[src/rtl/axil_cfg_slave_pkg.sv]
// Shared definitions for the AXI4-Lite configuration slave: bus widths,
// response codes, FSM state encoding and arbitration grant encoding.
package axil_cfg_slave_pkg;

  localparam int unsigned CGRA_AXI_ADDR_WIDTH = 32;
  localparam int unsigned CGRA_AXI_DATA_WIDTH = 32;

  localparam logic [1:0] AXIL_OKAY   = 2'b00;
  localparam logic [1:0] AXIL_SLVERR = 2'b10;

  typedef enum logic [2:0] {
    ST_IDLE    = 3'd0,
    ST_WR_REQ  = 3'd1,
    ST_WR_RESP = 3'd2,
    ST_RD_REQ  = 3'd3,
    ST_RD_WAIT = 3'd4,
    ST_RD_RESP = 3'd5
  } axil_state_e;

  typedef enum logic {
    GRANT_RD = 1'b0,
    GRANT_WR = 1'b1
  } axil_grant_e;

  // Only word-aligned accesses reach the config bus.
  function automatic logic addr_aligned(input logic [1:0] addr_lsb);
    return addr_lsb == 2'b00;
  endfunction

endpackage

[src/rtl/axil_cfg_slave_skid.sv]
// One-entry holding buffer for an AXI4-Lite request channel (AW or W).
// Ready while empty; the consumer empties it with pop_i.
module axil_skid_reg
  import axil_cfg_slave_pkg::*;
#(
  parameter int unsigned WIDTH = CGRA_AXI_DATA_WIDTH
) (
  input  logic             clk,
  input  logic             reset,
  input  logic             valid_i,
  input  logic [WIDTH-1:0] data_i,
  output logic             ready_o,
  input  logic             pop_i,
  output logic             full_o,
  output logic [WIDTH-1:0] data_o
);

  logic             full_q;
  logic [WIDTH-1:0] data_q;

  always_ff @(posedge clk) begin
    if (reset) begin
      full_q <= 1'b0;
      data_q <= '0;
    end else if (pop_i) begin
      full_q <= 1'b0;
    end else if (valid_i && !full_q) begin
      full_q <= 1'b1;
      data_q <= data_i;
    end
  end

  assign ready_o = ~full_q;
  assign full_o  = full_q;
  assign data_o  = data_q;

endmodule

[src/rtl/axil_cfg_slave.sv]
// AXI4-Lite slave bridging to a simple strobe-based config bus; one config
// operation in flight, round-robin between a ready write and a pending read.
module axil_cfg_slave
  import axil_cfg_slave_pkg::*;
#(
  parameter int unsigned ADDR_WIDTH = CGRA_AXI_ADDR_WIDTH,
  parameter int unsigned DATA_WIDTH = CGRA_AXI_DATA_WIDTH,
  parameter int unsigned RD_TIMEOUT = 255
) (
  input  logic                  clk,
  input  logic                  reset,
  input  logic [ADDR_WIDTH-1:0] awaddr,
  input  logic                  awvalid,
  output logic                  awready,
  input  logic [DATA_WIDTH-1:0] wdata,
  input  logic                  wvalid,
  output logic                  wready,
  output logic [1:0]            bresp,
  output logic                  bvalid,
  input  logic                  bready,
  input  logic [ADDR_WIDTH-1:0] araddr,
  input  logic                  arvalid,
  output logic                  arready,
  output logic [DATA_WIDTH-1:0] rdata,
  output logic [1:0]            rresp,
  output logic                  rvalid,
  input  logic                  rready,
  output logic                  cfg_wr_en,
  output logic                  cfg_rd_en,
  output logic [ADDR_WIDTH-3:0] cfg_addr,
  output logic [DATA_WIDTH-1:0] cfg_wr_data,
  input  logic [DATA_WIDTH-1:0] cfg_rd_data,
  input  logic                  cfg_rd_data_valid
);

  localparam int unsigned CFG_AW = ADDR_WIDTH - 2;
  localparam int unsigned CNT_W  = (RD_TIMEOUT > 2) ? $clog2(RD_TIMEOUT) : 1;

  axil_state_e           state_q;
  axil_grant_e           last_grant_q;
  logic [CNT_W-1:0]      rd_cnt_q;
  logic                  rd_err_q;
  logic                  cfg_wr_en_q;
  logic                  cfg_rd_en_q;
  logic [CFG_AW-1:0]     cfg_addr_q;
  logic [DATA_WIDTH-1:0] cfg_wr_data_q;
  logic                  bvalid_q;
  logic [1:0]            bresp_q;
  logic                  rvalid_q;
  logic [1:0]            rresp_q;
  logic [DATA_WIDTH-1:0] rdata_q;

  logic                  aw_full;
  logic                  w_full;
  logic [ADDR_WIDTH-1:0] aw_addr;
  logic [DATA_WIDTH-1:0] w_data;
  logic                  wr_pop;
  logic                  wr_pending;
  logic                  rd_take;
  logic                  rd_timeout;

  assign wr_pop = (state_q == ST_WR_REQ);

  axil_skid_reg #(.WIDTH(ADDR_WIDTH)) u_aw_buf (
    .clk     (clk),
    .reset   (reset),
    .valid_i (awvalid),
    .data_i  (awaddr),
    .ready_o (awready),
    .pop_i   (wr_pop),
    .full_o  (aw_full),
    .data_o  (aw_addr)
  );

  axil_skid_reg #(.WIDTH(DATA_WIDTH)) u_w_buf (
    .clk     (clk),
    .reset   (reset),
    .valid_i (wvalid),
    .data_i  (wdata),
    .ready_o (wready),
    .pop_i   (wr_pop),
    .full_o  (w_full),
    .data_o  (w_data)
  );

  // A ready write wins over a new read only when the last grant went to read.
  assign wr_pending = aw_full & w_full;
  assign arready    = (state_q == ST_IDLE) && !(wr_pending && (last_grant_q == GRANT_RD));
  assign rd_take    = arvalid & arready;
  assign rd_timeout = (rd_cnt_q == CNT_W'(RD_TIMEOUT - 1));

  always_ff @(posedge clk) begin
    if (reset) begin
      state_q       <= ST_IDLE;
      last_grant_q  <= GRANT_WR;
      rd_cnt_q      <= '0;
      rd_err_q      <= 1'b0;
      cfg_wr_en_q   <= 1'b0;
      cfg_rd_en_q   <= 1'b0;
      cfg_addr_q    <= '0;
      cfg_wr_data_q <= '0;
      bvalid_q      <= 1'b0;
      bresp_q       <= AXIL_OKAY;
      rvalid_q      <= 1'b0;
      rresp_q       <= AXIL_OKAY;
      rdata_q       <= '0;
    end else begin
      cfg_wr_en_q <= 1'b0;
      cfg_rd_en_q <= 1'b0;
      case (state_q)
        ST_IDLE: begin
          if (rd_take) begin
            state_q      <= ST_RD_REQ;
            last_grant_q <= GRANT_RD;
            cfg_addr_q   <= araddr[ADDR_WIDTH-1:2];
            rd_err_q     <= !addr_aligned(araddr[1:0]);
            cfg_rd_en_q  <= addr_aligned(araddr[1:0]);
          end else if (wr_pending) begin
            state_q       <= ST_WR_REQ;
            last_grant_q  <= GRANT_WR;
            cfg_addr_q    <= aw_addr[ADDR_WIDTH-1:2];
            cfg_wr_data_q <= w_data;
            cfg_wr_en_q   <= addr_aligned(aw_addr[1:0]);
            bresp_q       <= addr_aligned(aw_addr[1:0]) ? AXIL_OKAY : AXIL_SLVERR;
          end
        end
        ST_WR_REQ: begin
          state_q  <= ST_WR_RESP;
          bvalid_q <= 1'b1;
        end
        ST_WR_RESP: begin
          if (bready) begin
            state_q  <= ST_IDLE;
            bvalid_q <= 1'b0;
          end
        end
        ST_RD_REQ: begin
          state_q  <= ST_RD_WAIT;
          rd_cnt_q <= '0;
        end
        // Returned data takes priority over a timeout landing in the same cycle.
        ST_RD_WAIT: begin
          if (rd_err_q) begin
            state_q  <= ST_RD_RESP;
            rvalid_q <= 1'b1;
            rdata_q  <= '0;
            rresp_q  <= AXIL_SLVERR;
          end else if (cfg_rd_data_valid) begin
            state_q  <= ST_RD_RESP;
            rvalid_q <= 1'b1;
            rdata_q  <= cfg_rd_data;
            rresp_q  <= AXIL_OKAY;
          end else if (rd_timeout) begin
            state_q  <= ST_RD_RESP;
            rvalid_q <= 1'b1;
            rdata_q  <= '0;
            rresp_q  <= AXIL_SLVERR;
          end else begin
            rd_cnt_q <= rd_cnt_q + CNT_W'(1);
          end
        end
        ST_RD_RESP: begin
          if (rready) begin
            state_q  <= ST_IDLE;
            rvalid_q <= 1'b0;
          end
        end
        default: state_q <= ST_IDLE;
      endcase
    end
  end

  assign cfg_wr_en   = cfg_wr_en_q;
  assign cfg_rd_en   = cfg_rd_en_q;
  assign cfg_addr    = cfg_addr_q;
  assign cfg_wr_data = cfg_wr_data_q;
  assign bvalid      = bvalid_q;
  assign bresp       = bresp_q;
  assign rvalid      = rvalid_q;
  assign rresp       = rresp_q;
  assign rdata       = rdata_q;

endmodule

[config.mk]
export PLATFORM = sky130hd
export DESIGN_NAME = axil_cfg_slave
export DESIGN_NICKNAME = d
export VERILOG_FILES = /design/src/rtl/axil_cfg_slave_pkg.sv /design/src/rtl/axil_cfg_slave_skid.sv /design/src/rtl/axil_cfg_slave.sv
export SDC_FILE = /design/constraint.sdc
export NUM_CORES = 1
export LEC_CHECK = 0
export ABC_AREA = 1
export CAP_MARGIN = 20
export CORE_MARGIN = 2
export CORE_UTILIZATION = 40
export CTS_CLUSTER_DIAMETER = 150
export DETAILED_ROUTE_END_ITERATION = 10
export PLACE_DENSITY = 0.81
export REMOVE_ABC_BUFFERS = 1
export SLEW_MARGIN = 25
export SYNTH_ARGS = -nofsm -noshare
export SYNTH_HDL_FRONTEND = slang
export SYNTH_SLANG_ARGS = --single-unit
[constraint.sdc]
create_clock -name clk -period 1.58 [get_ports clk]
set_clock_uncertainty 0.15 [all_clocks]
set_input_delay 0.158 -clock clk [delete_from_list [all_inputs] [get_ports clk]]
set_output_delay 0.158 -clock clk [all_outputs]
set_load 0.01 [all_outputs]
==> run metrics, run 1 <==
largest net degree at the start of global routing=67; WS Path Type=register to register; r2r setup slk=-0.20 ns; die area=17,900 um2; Core ar.=16,500 um2; Worst-Skew Late Latency=0.42 ns; EDFF count, synth=0; DIE WIDTH=134 um; GRT overflow=0; initial core utilization=0.407; Syn-to-layout area delta=69.5%; DP Area=9600 um2; Post-Syn Area=6720 um2; relative slew slack=0.635; Multi-input gate area=3470 um2; Mapped Cells=888; worst min-delay path class=input port to register; Slowest-stage cell, CP=dfxtp_2; Sequential Area=3590 um2; Placement Setup Slack=-0.222 ns; GRT Total Usage=0.230; WL final=22.6 mm; Total Power=15,900 uW; RR Endpoint=cfg_addr[19]; Final Wtd Congestion=0.865; via count=6,915; Routed WL per cell=16.2 um; setup TNS=-13.49 ns; synthesized area per cell=7.57 um2; crit-path max cell delay=0.32 ns; status=finished with violations; Pins Over Slew Limit=0; initial antenna violation count=0; worst slew pin tran=0.548 ns; share of cells above drive strength 1=0.253; Clock transition at path regs=0.07 ns; CTS Sinks=179; clock buffer depth=2; Ports=241; Hold-fix buffers, CTS=0; ant diodes=0; input/output buffers=238; failing checks=negative setup slack; number of fill cells=1,268; leakage=0.00511 uW; final core utilization=0.690; CTS root buffer=clkbuf_16; hold wc startpoint=cfg_rd_data[3]; Num CTS Buffers=17; # setup viols final=109; # rows=47; synth unique cells=28; CTS tree=built; drt pass-1 iters=4; hold depth=3; maximum clock frequency=0.563 GHz; FF-to-FF path depth=10; vias in the first global route=6,585; DR vias/cell=4.96; HPWL after DPL=12.9 mm; fin nets=1,299; async set or reset register ratio after synthesis=0; Post-synth top flop=dfxtp_1; RSZ-0062 raised after global routing=true; hold path endpoint=rdata[3]; Max-Cap Viols=0; #FFs+latches synth=179; design area=11,400 um2; Peak VDD IR=0.000822 V; Final min period=1.78 ns; Final WS setup=-0.197 ns; Worst setup EP type=register; register area share after synthesis=0.533; critical path peak fanout=15; worst endpoint required time=1.75 ns; crit-path most repeated cell=nor2_1; H-tree Lvls=4; PwrDens=1390 nW/um2; die span in y=134 um; Synth Warn #=0; first-pass GRT wire length=32.7 mm; Tcrit/Tclk final=1.12; DRC=0; drt initial violations=362; Crit path arrival time=1.94 ns; Final ANT Viol Nets=0; crit path cell chain=inv_2 > nand2_4 > nor2_4 > nand3_4 > buf_6 > a21oi_4 > inv_4 > buf_12 > nor2_1 > nor2_1; final hold vios=0; Startpoint Class=register; R2R Path Start=state_q[1]
## power by group
group | switching [uW] | internal [uW]
combinational | 3240 | 2610
clock | 1920 | 2310
sequential | 436 | 5350
total | 5590 | 10300
## worst max-delay path, delay by kind of cell (launching register included)
kind,cells,cell delay (ns)
AOI/OAI and AO/OA,1,0.19
buffers and inverters,4,0.51
DFF,1,0.32
and+or+nand+nor,5,0.49
## what timing repair did
action                     in CTS  in global routing
pin swaps                       8                 24
gates resized for setup       222                219
buffers inserted                8                  9
gates cloned                   10                  4
setup endpoints to repair     240                127
## worst max path at each step
stage,start,endpoint,slack [ns],cells past startpoint
global placement,arvalid,last_grant_q,-0.16,8
global route,state_q[1],rdata[20],-0.26,10
finish,state_q[1],cfg_addr[19],-0.20,10
floorplan,reset,bresp[1],-0.97,3
CTS,state_q[1],cfg_wr_data[29],-0.18,12
detailed placement,arvalid,last_grant_q,-0.22,8
## cell families after synthesis
kind of cell	synth area share
and+or+nand+nor	0.220
AOI/OAI and AO/OA	0.166
DFF	0.533
buffers and inverters	0.0722
xor gates and xnor gates	0.00391
adders and majority gates	0.00372
other	0.000558
## per-layer routing
layer  share of wire  wire, um  up-vias  global-route usage
li1                -         -     3402                   -
met1            0.40      9050     3222               0.268
met2            0.51     11400      238               0.405
met3           0.057      1290       53              0.0628
met4           0.036       820        0              0.0827
met5               0         0        -                   0
## placed cells by master (no fill, tap or decap), drive strengths merged, types with 2 or more instances in the layout
master	netlist	final
buf	27	67
conb	1	2
nand2	189	189
nor3	5	5
clkinv	0	4
xor2	2	2
inv	58	65
dfxtp	179	179
dlygate4sd2	0	100
a21oi	57	57
ha	2	2
clkbuf	28	25
nor2	167	167
a22oi	22	22
nand4	2	2
nand3	15	15
clkdlybuf4s50	0	135
o21ai	131	131
## state kept, by name, summed over array words and instances (netlist names), 3 cells and up
signal           flops
cfg_wr_data         32
rd_cnt_q             8
u_aw_buf.data_o     32
rdata               32
cfg_addr            30
state_q              3
u_w_buf.data_o      32
## per-stage QoR
stage / hold slack (ns) / std cells
2_1_floorplan: 0.0771 / 834
3_3_place_gp: 0.281 / 1336
3_5_place_dp: 0.287 / 1336
4_1_cts: 0.126 / 1386
5_1_grt: 0.150 / 1394
6_report: 0.161 / 1394
## area by class of cell
class,instances,area share
well taps,220,0.0242
inverters,58,0.0217
repair buffers,308,0.283
clock buffers,19,0.0397
flip-flops and latches,179,0.315
clock inverters,13,0.0120
multi-input cells,597,0.305
## cell usage after synthesis, types with 3 or more instances
cell / instances / share of area
a21oi_1: 56 / 0.042
a22oi_1: 22 / 0.025
buf_2: 18 / 0.013
buf_4: 8 / 0.0089
clkbuf_1: 27 / 0.015
dfxtp_1: 179 / 0.53
inv_1: 54 / 0.030
inv_2: 4 / 0.0022
nand2_1: 186 / 0.10
nand2_2: 3 / 0.0028
nand3_1: 14 / 0.010
nor2_1: 166 / 0.093
nor3_1: 4 / 0.0030
o21ai_0: 123 / 0.092
o21ai_1: 8 / 0.0060
Note: power is estimated with default switching activity, not from simulation.
==> inputs of run 2 (changes only) <==
- CORE_MARGIN: 2 -> 1.5
==> run metrics, run 2 (synthesis results as in run 1) <==
worst min-delay path class=input port to register; hold depth=3 (unchanged); die span in y=133 um (-0.75%); largest net degree at the start of global routing=72 (+7.5%); maximum clock frequency=0.572 GHz (+1.7%); Routed WL per cell=16.5 um (+1.9%); Internal Power=10,700 uW (+4.0%); switch share=0.350 (-0.00271); worst endpoint required time=1.74 ns (about the same); # setup viols final=96 (-12%); drt initial violations=353 (-2.5%); # rows=47 (unchanged); vias in the first global route=6,712 (+1.9%); DP Area=9630 um2 (+0.31%); Crit path arrival time=1.91 ns (-0.03 ns); DR vias/cell=5.05 (+1.7%); Syn-to-layout area delta=71.0%; RR Endpoint=cfg_wr_data[6]; Worst-Skew Late Latency=0.42 ns (about the same); r2r setup slk=-0.17 ns (+0.03 ns); crit path cell chain=inv_2 > nand2_4 > nor2_4 > buf_6 > nand3_4 > buf_12 > buf_6 > nand3_4 > clkbuf_16 > o21ai_2; Slowest-stage cell, CP=dfxtp_2; fin nets=1,316 (+1.3%); Startpoint Class=register; first-pass GRT wire length=34.2 mm (+4.7%); Worst setup EP type=register; setup TNS=-9.03 ns (+4.46 ns); Clk pwr share=0.250 (-0.017); via count=7,121 (+3.0%); hold path endpoint=rdata[17]; FF-to-FF path depth=10 (unchanged); Pins Over Slew Limit=0 (unchanged); GRT Total Usage=0.246 (+0.0158); RSZ-0062 raised after global routing=true; leakage=0.00509 uW (-0.40%); drt pass-1 iters=6 (+2); DIE WIDTH=133 um (-0.75%); Placement Setup Slack=-0.209 ns (+0.0123 ns); most common cell after layout, fill and taps aside=dfxtp_1; Peak VDD IR=0.000876 V (+6.7%); PwrDens=1430 nW/um2 (+2.7%); number of fill cells=1,244 (-1.9%); Num CTS Buffers=17 (unchanged); Ports=241 (unchanged); final hold vios=0 (unchanged); input/output buffers=238 (unchanged); Max-Cap Viols=0 (unchanged); CTS Sinks=179 (unchanged); most frequent cells in the layout=171 x dfxtp_1, 158 x nand2_1, 138 x nor2_1; Clock transition at path regs=0.07 ns (about the same); failing checks=negative setup slack; initial core utilization=0.407 (unchanged); initial antenna violation count=0 (unchanged); CTS tree=built; HPWL after DPL=12.6 mm (-2.6%); R2R Path Start=state_q[1]; CTS root buffer=clkbuf_16; WS Path Type=register to register; sequential power share=0.351 (-0.014); Final WS setup=-0.168 ns (+0.0297 ns); critical path peak fanout=8 (-7); final core utilization=0.696 (+0.00606); hold wc startpoint=cfg_rd_data[17]; Tcrit/Tclk final=1.11 (-0.0188); ant diodes=0 (unchanged); Core ar.=16,500 um2 (unchanged); Final ANT Viol Nets=0 (unchanged); crit-path max cell delay=0.32 ns (about the same); Gate power share=0.399 (+0.030); design area=11,500 um2 (+0.88%); share of cells above drive strength 1=0.230 (-0.0229); Final Wtd Congestion=0.795 (-8.0%); clock buffer depth=2 (unchanged); Hold WS=0.154 ns (-0.00685 ns); die area=17,600 um2 (-1.5%); WL final=23.3 mm (+3.2%); status=finished with violations; Final min period=1.75 ns (-0.0297 ns); DRC=0 (unchanged); GRT overflow=0 (unchanged); H-tree Lvls=4 (unchanged); Sw Pwr=5750 uW (+2.8%)
[run 2: power groups by stage]
stage / clock [uW] / combinational, uW / sequential [uW]
floorplan: 0 / 1940 / 5950
global placement: 0 / 4490 / 5800
detailed placement: 0 / 4580 / 5810
CTS: 4190 / 5530 / 5730
global route: 4390 / 7040 / 5860
finish: 4110 / 6550 / 5760
[run 2: cell type report]
type / count / area, um2 / area share
inverters: 58 / 250 / 0.0218
flip-flops and latches: 179 / 3600 / 0.313
clock buffers: 17 / 425 / 0.0370
repair buffers: 325 / 3540 / 0.308
clock inverters: 15 / 148 / 0.0128
well taps: 220 / 275 / 0.0239
multi-input cells: 597 / 3260 / 0.284
[run 2: worst max-delay path by stage]
| stage | startpoint | endpoint | cells past startpoint |
|---|---|---|---|
| after global routing | state_q[0] | cfg_wr_data[6] | 10 |
| after CTS | state_q[0] | cfg_addr[21] | 11 |
| after global placement | arvalid | cfg_addr[13] | 8 |
| after detailed placement | arvalid | cfg_addr[6] | 7 |
| after floorplan | reset | bresp[1] | 3 |
| final | state_q[1] | cfg_wr_data[6] | 10 |
[run 2: timing repair]
| action | in CTS | in global routing |
|---|---|---|
| setup endpoints to repair | 200 | 132 |
| pin swaps | 14 | 31 |
| endpoints found under the hold margin | 0 | 0 |
| gates resized for setup | 223 | 157 |
| hold buffers | 0 | 0 |
| cloned | 13 | 11 |
| buffers inserted | 16 | 4 |
[run 2: per-layer routing]
| metal | share of wire | global-route usage | vias to the layer above | routed length, um |
|---|---|---|---|---|
| li1 | - | - | 3444 | - |
| met1 | 0.40 | 0.285 | 3342 | 9440 |
| met2 | 0.49 | 0.431 | 278 | 11500 |
| met3 | 0.064 | 0.0613 | 57 | 1490 |
| met4 | 0.037 | 0.104 | 0 | 853 |
| met5 | 0 | 0 | - | 0 |
[run 2: worst max-delay path, delay by kind of cell, from the launching register on]
family	cells	cell delay, ns
DFF	1	0.32
AOI/OAI and AO/OA	1	0.06
buffers and inverters	5	0.67
and+or+nand+nor	4	0.43
[run 2: through the flow]
stage	std cells	power, uW
final	1411	16400
after global routing	1411	17300
after CTS	1400	15500
after detailed placement	1340	10400
after global placement	1340	10300
after floorplan	834	7880
==> inputs of run 3 (changes only) <==
- HOLD_SLACK_MARGIN: unset -> 0.15
==> run metrics, run 3 (synthesis results as in run 1) <==
DIE WIDTH=133 um (unchanged); most common cell after layout, fill and taps aside=dfxtp_1; Worst setup EP type=register; FF-to-FF path depth=10 (unchanged); final hold vios=0 (unchanged); Final ANT Viol Nets=0 (unchanged); status=finished with violations; final core utilization=0.702 (+0.00636); Max-Cap Viols=0 (unchanged); vias in the first global route=6,869 (+2.3%); GRT Total Usage=0.252 (+0.00602); Clock transition at path regs=0.07 ns (about the same); Core ar.=16,500 um2 (unchanged); GRT overflow=0 (unchanged); worst min-delay path class=input port to register; Startpoint Class=register; hold wc startpoint=cfg_rd_data[5]; HPWL after DPL=12.6 mm (unchanged); # rows=47 (unchanged); CTS Sinks=179 (unchanged); Final Wtd Congestion=0.795 (unchanged); Worst-Skew Late Latency=0.42 ns (about the same); share of cells above drive strength 1=0.224 (-0.00571); Crit path arrival time=1.91 ns (about the same); initial antenna violation count=0 (unchanged); Syn-to-layout area delta=72.6%; input/output buffers=238 (unchanged); Num CTS Buffers=17 (unchanged); Peak VDD IR=0.000871 V (-0.61%); DR vias/cell=5.04 (-0.14%); Pins Over Slew Limit=0 (unchanged); number of fill cells=1,232 (-0.96%); WS Path Type=register to register; failing checks=negative setup slack; WL final=24.1 mm (+3.5%); maximum clock frequency=0.572 GHz (about the same); most frequent cells in the layout=172 x dfxtp_1, 157 x nand2_1, 137 x nor2_1; Final min period=1.75 ns (-0.0000650 ns); Total Power=16,600 uW (+0.88%); Routed WL per cell=17.0 um (+2.9%); die span in y=133 um (unchanged); DRC=0 (unchanged); Tcrit/Tclk final=1.11 (about the same); fin nets=1,324 (+0.61%); ant diodes=0 (unchanged); r2r setup slk=-0.17 ns (about the same); CTS root buffer=clkbuf_16; Ports=241 (unchanged); leakage=0.00512 uW (+0.70%); RSZ-0062 raised after global routing=true; die area=17,600 um2 (unchanged); worst endpoint required time=1.74 ns (about the same); drt initial violations=368 (+4.2%); hold depth=3 (unchanged); Final WS setup=-0.168 ns (+0.0000650 ns); hold path endpoint=rdata[5]; design area=11,600 um2 (+0.91%); DP Area=9630 um2 (unchanged); largest net degree at the start of global routing=72 (unchanged); PwrDens=1430 nW/um2 (about the same); clock buffer depth=2 (unchanged); critical path peak fanout=8 (unchanged); R2R Path Start=state_q[0]; first-pass GRT wire length=35.0 mm (+2.4%); # setup viols final=103 (+7.3%); via count=7,151 (+0.42%); initial core utilization=0.407 (unchanged); drt pass-1 iters=5 (-1); CTS tree=built; RR Endpoint=cfg_wr_data[6]; H-tree Lvls=4 (unchanged)
==> run 3: area by class of cell <==
type / count / area, um2 / share of cell area
repair buffers: 333 / 3640 / 0.314
flip-flops and latches: 179 / 3600 / 0.310
multi-input cells: 597 / 3260 / 0.281
clock buffers: 17 / 425 / 0.0367
well taps: 220 / 275 / 0.0237
inverters: 58 / 254 / 0.0219
clock inverters: 15 / 148 / 0.0127
==> run 3: worst max-delay path by stage <==
stage | from | to
finish | state_q[0] | cfg_wr_data[6]
global route | state_q[0] | cfg_addr[18]
CTS | state_q[0] | cfg_addr[21]
detailed placement | arvalid | cfg_addr[6]
global placement | arvalid | cfg_addr[13]
floorplan | reset | bresp[1]
==> run 3: where the power goes <==
| part | switching, uW | internal, uW |
|---|---|---|
| registers | 420 | 5340 |
| clock network | 1900 | 2220 |
| logic | 3510 | 3180 |
| total | 5830 | 10700 |
==> run 3: routing by layer <==
metal,track usage,part of all wire,vias up
li1,-,-,3454
met4,0.112,0.034,0
met1,0.288,0.40,3347
met3,0.0655,0.068,55
met2,0.443,0.50,295
met5,0,0,-
==> run 3: timing repair <==
action / 4_1_cts / 5_1_grt
pin swaps: 14 / 33
hold buffers: 8 / 0
setup buffers: 16 / 3
endpoints found under the setup margin: 200 / 131
hold endpoints to repair: 8 / 0
gates resized for setup: 223 / 166
gates cloned: 13 / 12
==> run 3: critical path: stages (launching register included) <==
cell and delay [ns]:
dfxtp_2 0.32, inv_2 0.07, nand2_4 0.06, nor2_4 0.10, buf_6 0.12, nand3_4 0.12, buf_12 0.17, buf_6 0.11
nand3_4 0.16, clkbuf_16 0.21, o21ai_2 0.06
==> run 3: stage by stage <==
stage / hold slack (ns) / std cells / TNS [ns] / worst slack, ns
after floorplan: 0.0771 / 834 / -117.30 / -0.971
after global placement: 0.278 / 1340 / -6.62 / -0.156
after detailed placement: 0.288 / 1340 / -9.47 / -0.209
after CTS: 0.159 / 1408 / -7.46 / -0.155
after global routing: 0.174 / 1419 / -17.55 / -0.232
final: 0.182 / 1419 / -9.84 / -0.168
